==> src/rtl/data_memory_arbiter.sv <==
// Two-requester arbiter in front of a single-port data memory: IDLE/ACCESS/RESP per access.
// Define DMEM_ARB_FIXED_PRIO_EN for fixed priority (A wins ties); default is round-robin.
module data_memory_arbiter #(
  parameter int unsigned ADDR_W = 8,
  parameter int unsigned DATA_W = 8
) (
  input  logic              clk,
  input  logic              rst,
  input  logic              a_req,
  input  logic              a_we,
  input  logic [ADDR_W-1:0] a_addr,
  input  logic [DATA_W-1:0] a_wdata,
  output logic              a_ack,
  output logic [DATA_W-1:0] a_rdata,
  input  logic              b_req,
  input  logic              b_we,
  input  logic [ADDR_W-1:0] b_addr,
  input  logic [DATA_W-1:0] b_wdata,
  output logic              b_ack,
  output logic [DATA_W-1:0] b_rdata,
  output logic [ADDR_W-1:0] mem_address,
  output logic [DATA_W-1:0] mem_write_data,
  output logic              mem_write,
  output logic              mem_read,
  input  logic [DATA_W-1:0] mem_data,
  output logic              busy
);

  typedef enum logic [1:0] {IDLE, ACCESS, RESP} state_t;

  state_t              state, state_d;
  logic                cmd_we;
  logic                cmd_b;
  logic [ADDR_W-1:0]   cmd_addr;
  logic [DATA_W-1:0]   cmd_wdata;
  logic                grant_b;

`ifdef DMEM_ARB_FIXED_PRIO_EN
  assign grant_b = ~a_req;
`else
  logic last_b;

  // B only wins a tie when A was granted last
  assign grant_b = b_req & (~a_req | ~last_b);

  always_ff @(posedge clk) begin
    if (rst) begin
      last_b <= 1'b1;
    end else if (state == IDLE && (a_req || b_req)) begin
      last_b <= grant_b;
    end
  end
`endif

  // Next-state logic
  always_comb begin
    state_d = state;
    case (state)
      IDLE:    if (a_req || b_req) state_d = ACCESS;
      ACCESS:  state_d = RESP;
      RESP:    state_d = IDLE;
      default: state_d = IDLE;
    endcase
  end

  // State, command latch, response and read-data registers
  always_ff @(posedge clk) begin
    if (rst) begin
      state     <= IDLE;
      busy      <= 1'b0;
      cmd_we    <= 1'b0;
      cmd_b     <= 1'b0;
      cmd_addr  <= '0;
      cmd_wdata <= '0;
      a_ack     <= 1'b0;
      b_ack     <= 1'b0;
      a_rdata   <= '0;
      b_rdata   <= '0;
    end else begin
      state <= state_d;
      busy  <= (state_d != IDLE);
      a_ack <= (state == ACCESS) && !cmd_b;
      b_ack <= (state == ACCESS) && cmd_b;
      if (state == IDLE && (a_req || b_req)) begin
        cmd_b     <= grant_b;
        cmd_we    <= grant_b ? b_we    : a_we;
        cmd_addr  <= grant_b ? b_addr  : a_addr;
        cmd_wdata <= grant_b ? b_wdata : a_wdata;
      end
      if (state == ACCESS && !cmd_we) begin
        if (cmd_b) b_rdata <= mem_data;
        else       a_rdata <= mem_data;
      end
    end
  end

  // Command registers only change when leaving IDLE, so the bus holds outside ACCESS
  assign mem_address    = cmd_addr;
  assign mem_write_data = cmd_wdata;
  // Strobes gated by rst so a reset landing in ACCESS kills the write at that edge
  assign mem_write      = (state == ACCESS) && cmd_we  && !rst;
  assign mem_read       = (state == ACCESS) && !cmd_we && !rst;

endmodule

==> config.mk <==
export PLATFORM = sky130hd
export DESIGN_NAME = data_memory_arbiter
export DESIGN_NICKNAME = d
export VERILOG_FILES = /design/src/rtl/data_memory_arbiter.sv
export SDC_FILE = /design/constraint.sdc
export NUM_CORES = 1
export LEC_CHECK = 0
export CORE_AREA = 2 2 47 82
export DETAILED_ROUTE_END_ITERATION = 7
export DIE_AREA = 0 0 49 84
export DONT_BUFFER_PORTS = 1
export PLACE_DENSITY_LB_ADDON = 0.25
export SLEW_MARGIN = 20
export SYNTH_ARGS = -nofsm -noshare
export SYNTH_HDL_FRONTEND = slang
export SYNTH_SLANG_ARGS = --single-unit
==> constraint.sdc <==
create_clock -name clk -period 1.35 [get_ports clk]
set_input_delay 0.27 -clock clk [delete_from_list [all_inputs] [get_ports clk]]
set_output_delay 0.27 -clock clk [all_outputs]
set_load 0.02 [all_outputs]
**After elaboration in Yosys (flattened, before gate mapping)**

Index checks and enable logic that the tools add are counted.

- Bitwise gates (word level): 5
- Equality and inequality tests: 1
- Mux-type cells: 5
- Reduce and logical (&&, ||, !) cells: 15

Operators with widths:

| operator | number |
|---|---|
| two-way mux 8 bit | 2 |
| logical AND 1 bit | 7 |
| case mux 2 bit (2 select lines) | 1 |
| AND reduction 2 bit | 2 |
| zero test 1 bit | 3 |
| inverter 1 bit | 3 |
| equality test 2 x 1 -> 1 bit, second input constant | 1 |
| zero test 2 bit | 1 |
| two-way mux 2 bit | 1 |
| nonzero test 2 bit | 1 |
| bitwise AND 1 bit | 1 |
| logical OR 1 bit | 1 |
| two-way mux 1 bit | 1 |
| bitwise OR 1 bit | 1 |

- Output and inout bits: 37
- Input bits: 46
- Register bits: 40

**Logic depth before layout (Yosys ltp)**

- Depth after elaboration: 4
- Gate-level depth with buffers: 5

**Worst setup path before layout**

Ideal clock, no wire load.

- Path type: register -> output
- Start point: register state[1]
- End point: output mem_write
- Cell stages (with the launch flop): 4
- Arrival: 1120 ps
- Data required time: 1080 ps
- Setup slack: -40 ps
- Cell sequence: dfxtp_1 -> or3b_2 -> inv_1 -> and2_1

- Longest elaborated chain between the ends: 3

Ends and longest elaborated chain:

| what | RTL line | source |
|---|---|---|
| from (decl) | 31 | `state_t state, state_d;` |
| from (signal assigned) | 80 | `state <= state_d;` |
| equality test 2 x 1 -> 1 bit | 101 | `assign mem_write = (state == ACCESS) && cmd_we && !rst;` |
| logical AND 1 bit (2 in a row) | 101 |  |
| to (decl) | 23 | `output logic mem_write,` |

No other way between the ends.

**Final worst setup path**

Ends and elaborated chain as after synthesis.

==> impl_results.html <==
<table>
<tr><th>Metric</th><th>Value</th></tr>
<tr><th colspan="2">Die</th></tr>
<tr><td>Area of the core</td><td>0.00352 mm^2</td></tr>
<tr><td>Die outline area</td><td>0.00412 mm^2</td></tr>
<tr><td>Initial Utilization</td><td>0.480</td></tr>
<tr><td>I/O pin cnt</td><td>83</td></tr>
<tr><td>X dimension of the die</td><td>49 um</td></tr>
<tr><td>Row cnt</td><td>29</td></tr>
<tr><td>Die height</td><td>84 um</td></tr>
<tr><th colspan="2">STA</th></tr>
<tr><td>Setup total negative slack</td><td>-0.914 ns</td></tr>
<tr><td>Worst hold slack across all endpoints</td><td>0.0335 ns</td></tr>
<tr><td>RSZ-0062 raised after global routing</td><td>yes</td></tr>
<tr><td>Hold violation total from the final report</td><td>0</td></tr>
<tr><td>Final worst clock skew</td><td>0.00549 ns</td></tr>
<tr><td>Worst max-slew margin expressed relative to the limit</td><td>0.786</td></tr>
<tr><td>Ratio of final minimum period to clock period</td><td>1.12</td></tr>
<tr><td>Least setup slack across all paths after layout</td><td>-0.162 ns</td></tr>
<tr><td>Final setup viols</td><td>18</td></tr>
<tr><td>Worst slew pin tran</td><td>0.321 ns</td></tr>
<tr><td>Final critical path time including I/O delays and setup</td><td>1.51 ns</td></tr>
<tr><td>Number of pins with negative max-slew slack in the final report</td><td>0</td></tr>
<tr><td>Achievable clock frequency</td><td>662 MHz</td></tr>
<tr><th colspan="2">Clock tree</th></tr>
<tr><td>Clock transition at the registers of the reported paths</td><td>0.08 ns</td></tr>
<tr><td>Number of hold-repair buffers added at the cts stage</td><td>0</td></tr>
<tr><td>Cell at the root of the clock tree</td><td>clkbuf_8</td></tr>
<tr><td>Clk_lat worst skew</td><td>0.29 ns</td></tr>
<tr><td>Clock sink count</td><td>40</td></tr>
<tr><td>Maximum level of the CTS H-tree</td><td>2</td></tr>
<tr><td>Number of CTS-inserted buffers</td><td>5</td></tr>
<tr><td>TritonCTS clock tree</td><td>done</td></tr>
<tr><td>Clock buffer depth</td><td>2</td></tr>
<tr><th colspan="2">Power</th></tr>
<tr><td>Areal power density over the cells</td><td>1360 mW/mm^2</td></tr>
<tr><td>VDD IR max</td><td>724 uV</td></tr>
<tr><td>Leakage power</td><td>0.720 nW</td></tr>
<tr><td>Total power</td><td>2.61 mW</td></tr>
<tr><th colspan="2">Layout</th></tr>
<tr><td>Antenna Diode Count</td><td>0</td></tr>
<tr><td>Fill cells</td><td>342</td></tr>
<tr><td>Area Overhead vs Synth</td><td>13.9%</td></tr>
<tr><td>End-of-flow core utilization</td><td>0.546</td></tr>
<tr><td>NumNets Final</td><td>240</td></tr>
<tr><td>Final design area excluding fillers</td><td>0.00192 mm^2</td></tr>
<tr><td>Share of layout cells above drive strength 1</td><td>0.236</td></tr>
<tr><td>Non-filler instance count after layout</td><td>241</td></tr>
<tr><th colspan="2">GRT</th></tr>
<tr><td>Pin count of the biggest net entering global routing</td><td>39</td></tr>
<tr><td>Vias in the first global route</td><td>1343</td></tr>
<tr><td>Wire length of the first global-routing pass</td><td>6090 um</td></tr>
<tr><td>Residual overflow from global routing</td><td>0</td></tr>
<tr><td>Antenna violations before repair</td><td>0</td></tr>
<tr><td>Global Route Usage Sum</td><td>0.192</td></tr>
<tr><th colspan="2">Placed design</th></tr>
<tr><td>Placer Congestion</td><td>0.716</td></tr>
<tr><td>Cell area after placement</td><td>0.00178 mm^2</td></tr>
<tr><td>Cells after DPL</td><td>230</td></tr>
<tr><td>Pre-CTS setup slack</td><td>-0.0361 ns</td></tr>
<tr><td>Input/output buffers</td><td>0</td></tr>
<tr><td>Detailed placement HPWL</td><td>2750 um</td></tr>
<tr><th colspan="2">Routing</th></tr>
<tr><td>Average wire per cell in the routed design</td><td>15.9 um</td></tr>
<tr><td>Via count</td><td>1408</td></tr>
<tr><td>Initial drt markers</td><td>23</td></tr>
<tr><td>Antenna Violating Nets Remaining</td><td>0</td></tr>
<tr><td>Routed via count divided by cell count</td><td>5.84</td></tr>
<tr><td>Wirelength, routed</td><td>3830 um</td></tr>
<tr><td>Number of optimization iterations in the first detailed-route pass</td><td>6</td></tr>
<tr><td>DRC Markers</td><td>0</td></tr>
<tr><th colspan="2">Logic synthesis</th></tr>
<tr><td>Dominant cell by count in the synthesized netlist</td><td>nand2_1</td></tr>
<tr><td>Leading cell types by total area after synthesis</td><td>dfxtp_1 47%, nand2_1 12%, a311oi_2 8.0%</td></tr>
<tr><td>Async set or reset register ratio after synthesis</td><td>0</td></tr>
<tr><td>Count of distinct cell types in the synthesized netlist</td><td>23</td></tr>
<tr><td>Post-synthesis sequential area ratio</td><td>0.474</td></tr>
<tr><td>Cell taking the most area after synthesis</td><td>dfxtp_1</td></tr>
<tr><td>Most instantiated cells after synthesis</td><td>52 x nand2_1, 40 x dfxtp_1, 26 x a21oi_1, 12 x nor2_1, 9 x a311oi_2</td></tr>
<tr><td>Post-synthesis cell area</td><td>0.00169 mm^2</td></tr>
<tr><td>Number of synthesized register bits</td><td>40</td></tr>
<tr><td>Total nets after synthesis</td><td>233</td></tr>
<tr><td>Synth Instances</td><td>187</td></tr>
<tr><td>Top-area cell type share of the netlist area</td><td>0.474</td></tr>
<tr><td>Number of flops mapped to enable cells by yosys</td><td>0</td></tr>
<tr><td>Top flip-flop cell by instance count after synthesis</td><td>dfxtp_1</td></tr>
<tr><td>Synth warn</td><td>0</td></tr>
<tr><td>Post-Synthesis Mean Instance Area</td><td>9.03 um^2</td></tr>
<tr><th colspan="2">Worst setup path</th></tr>
<tr><td>Worst setup path category</td><td>reg -&gt; out</td></tr>
<tr><td>Endpoint required time on the critical path</td><td>1.08 ns</td></tr>
<tr><td>Worst EP arrival</td><td>1.24 ns</td></tr>
<tr><td>Critical Path Source Type</td><td>register</td></tr>
<tr><td>Crit. End Element</td><td>primary output</td></tr>
<tr><td>Largest fanout on the critical path</td><td>3</td></tr>
<tr><th colspan="2">Flow run</th></tr>
<tr><td>Max-cap check violation count</td><td>0</td></tr>
<tr><th colspan="2">Status</th></tr>
<tr><td>Violated checks</td><td>negative setup slack</td></tr>
<tr><td>Run status</td><td>complete, but fails checks</td></tr>
<tr><th colspan="2">Hold path</th></tr>
<tr><td>Class of the tightest hold or removal check</td><td>in -&gt; reg</td></tr>
</table>
-- layer usage --
metal / track usage / up-vias / part of all wire
li1: - / 669 / -
met1: 0.156 / 657 / 0.33
met2: 0.374 / 72 / 0.54
met3: 0.0789 / 10 / 0.10
met4: 0.0961 / 0 / 0.021
met5: 0 / - / 0
-- layout by cell type, fill, tap and decap left out, types with 2 or more instances in the layout --
master,Yosys,routed
nand2_1,52,52
dfxtp_1,40,38
a21oi_1,26,24
nor2_1,12,11
buf_4,3,10
a311oi_2,9,9
a311oi_1,8,8
mux2i_1,8,8
clkbuf_8,0,5
buf_6,3,3
a21bo_2,2,2
and2_1,3,2
a21oi_2,0,2
o21ai_0,2,2
clkinv_2,0,2
buf_12,0,2
dfxtp_2,0,2
-- state kept, by name, summed over array words and instances (netlist names) --
signal / flops
a_rdata: 8
mem_write_data: 8
last_b: 1
b_rdata: 8
cmd_we: 1
cmd_b: 1
a_ack: 1
b_ack: 1
mem_address: 8
state: 2
busy: 1
-- report_power, final --
group / internal, mW / total [mW] / switching (mW)
registers: 1.28 / 1.44 / 0.164
logic: 0.190 / 0.398 / 0.209
clock network: 0.360 / 0.773 / 0.413
-- critical path, cell delays in order, from the launching register on --
cell	delay, ns
dfxtp_2	0.33
or3b_4	0.39
inv_2	0.07
and2_4	0.16
-- final timing paths --
| path | start | end | slack [ns] | depth (start not counted) |
|---|---|---|---|---|
| min reg2reg | last_b | last_b | 0.54 | 2 |
| max reg2reg | state[1] | b_rdata[7] | -0.06 | 6 |
| min | rst | a_rdata[6] | 0.03 | 1 |
| max | state[1] | mem_write | -0.16 | 3 |
-- logic make-up after synthesis --
family / count (synthesis) / synth area share
multiplexers: 8 / 0.0474
AO/OA/AOI/OAI: 49 / 0.231
buffers and inverters: 17 / 0.0608
flip-flops: 40 / 0.474
AND/OR/NAND/NOR: 73 / 0.186
-- layout make-up --
cell class | instances | area, um^2 | share of cell area
clock buffer | 5 | 68.8 | 0.0358
clock inverter | 3 | 18.8 | 0.00976
inverter | 2 | 7.51 | 0.00390
multi-input combinational | 130 | 818 | 0.426
sequential | 40 | 803 | 0.418
tap | 46 | 57.6 | 0.0299
timing repair buffer | 15 | 149 | 0.0774
-- repair_timing --
| item | in CTS | in global routing |
|---|---|---|
| resized for setup | 7 | 5 |
| hold endpoints to repair | 0 | 0 |
| pin swaps | 2 | 4 |
| cloned | 0 | 0 |
| buffers inserted | 1 | 2 |
| endpoints found under the setup margin | 10 | 19 |
No activity file was read; power rests on OpenSTA's default activity.
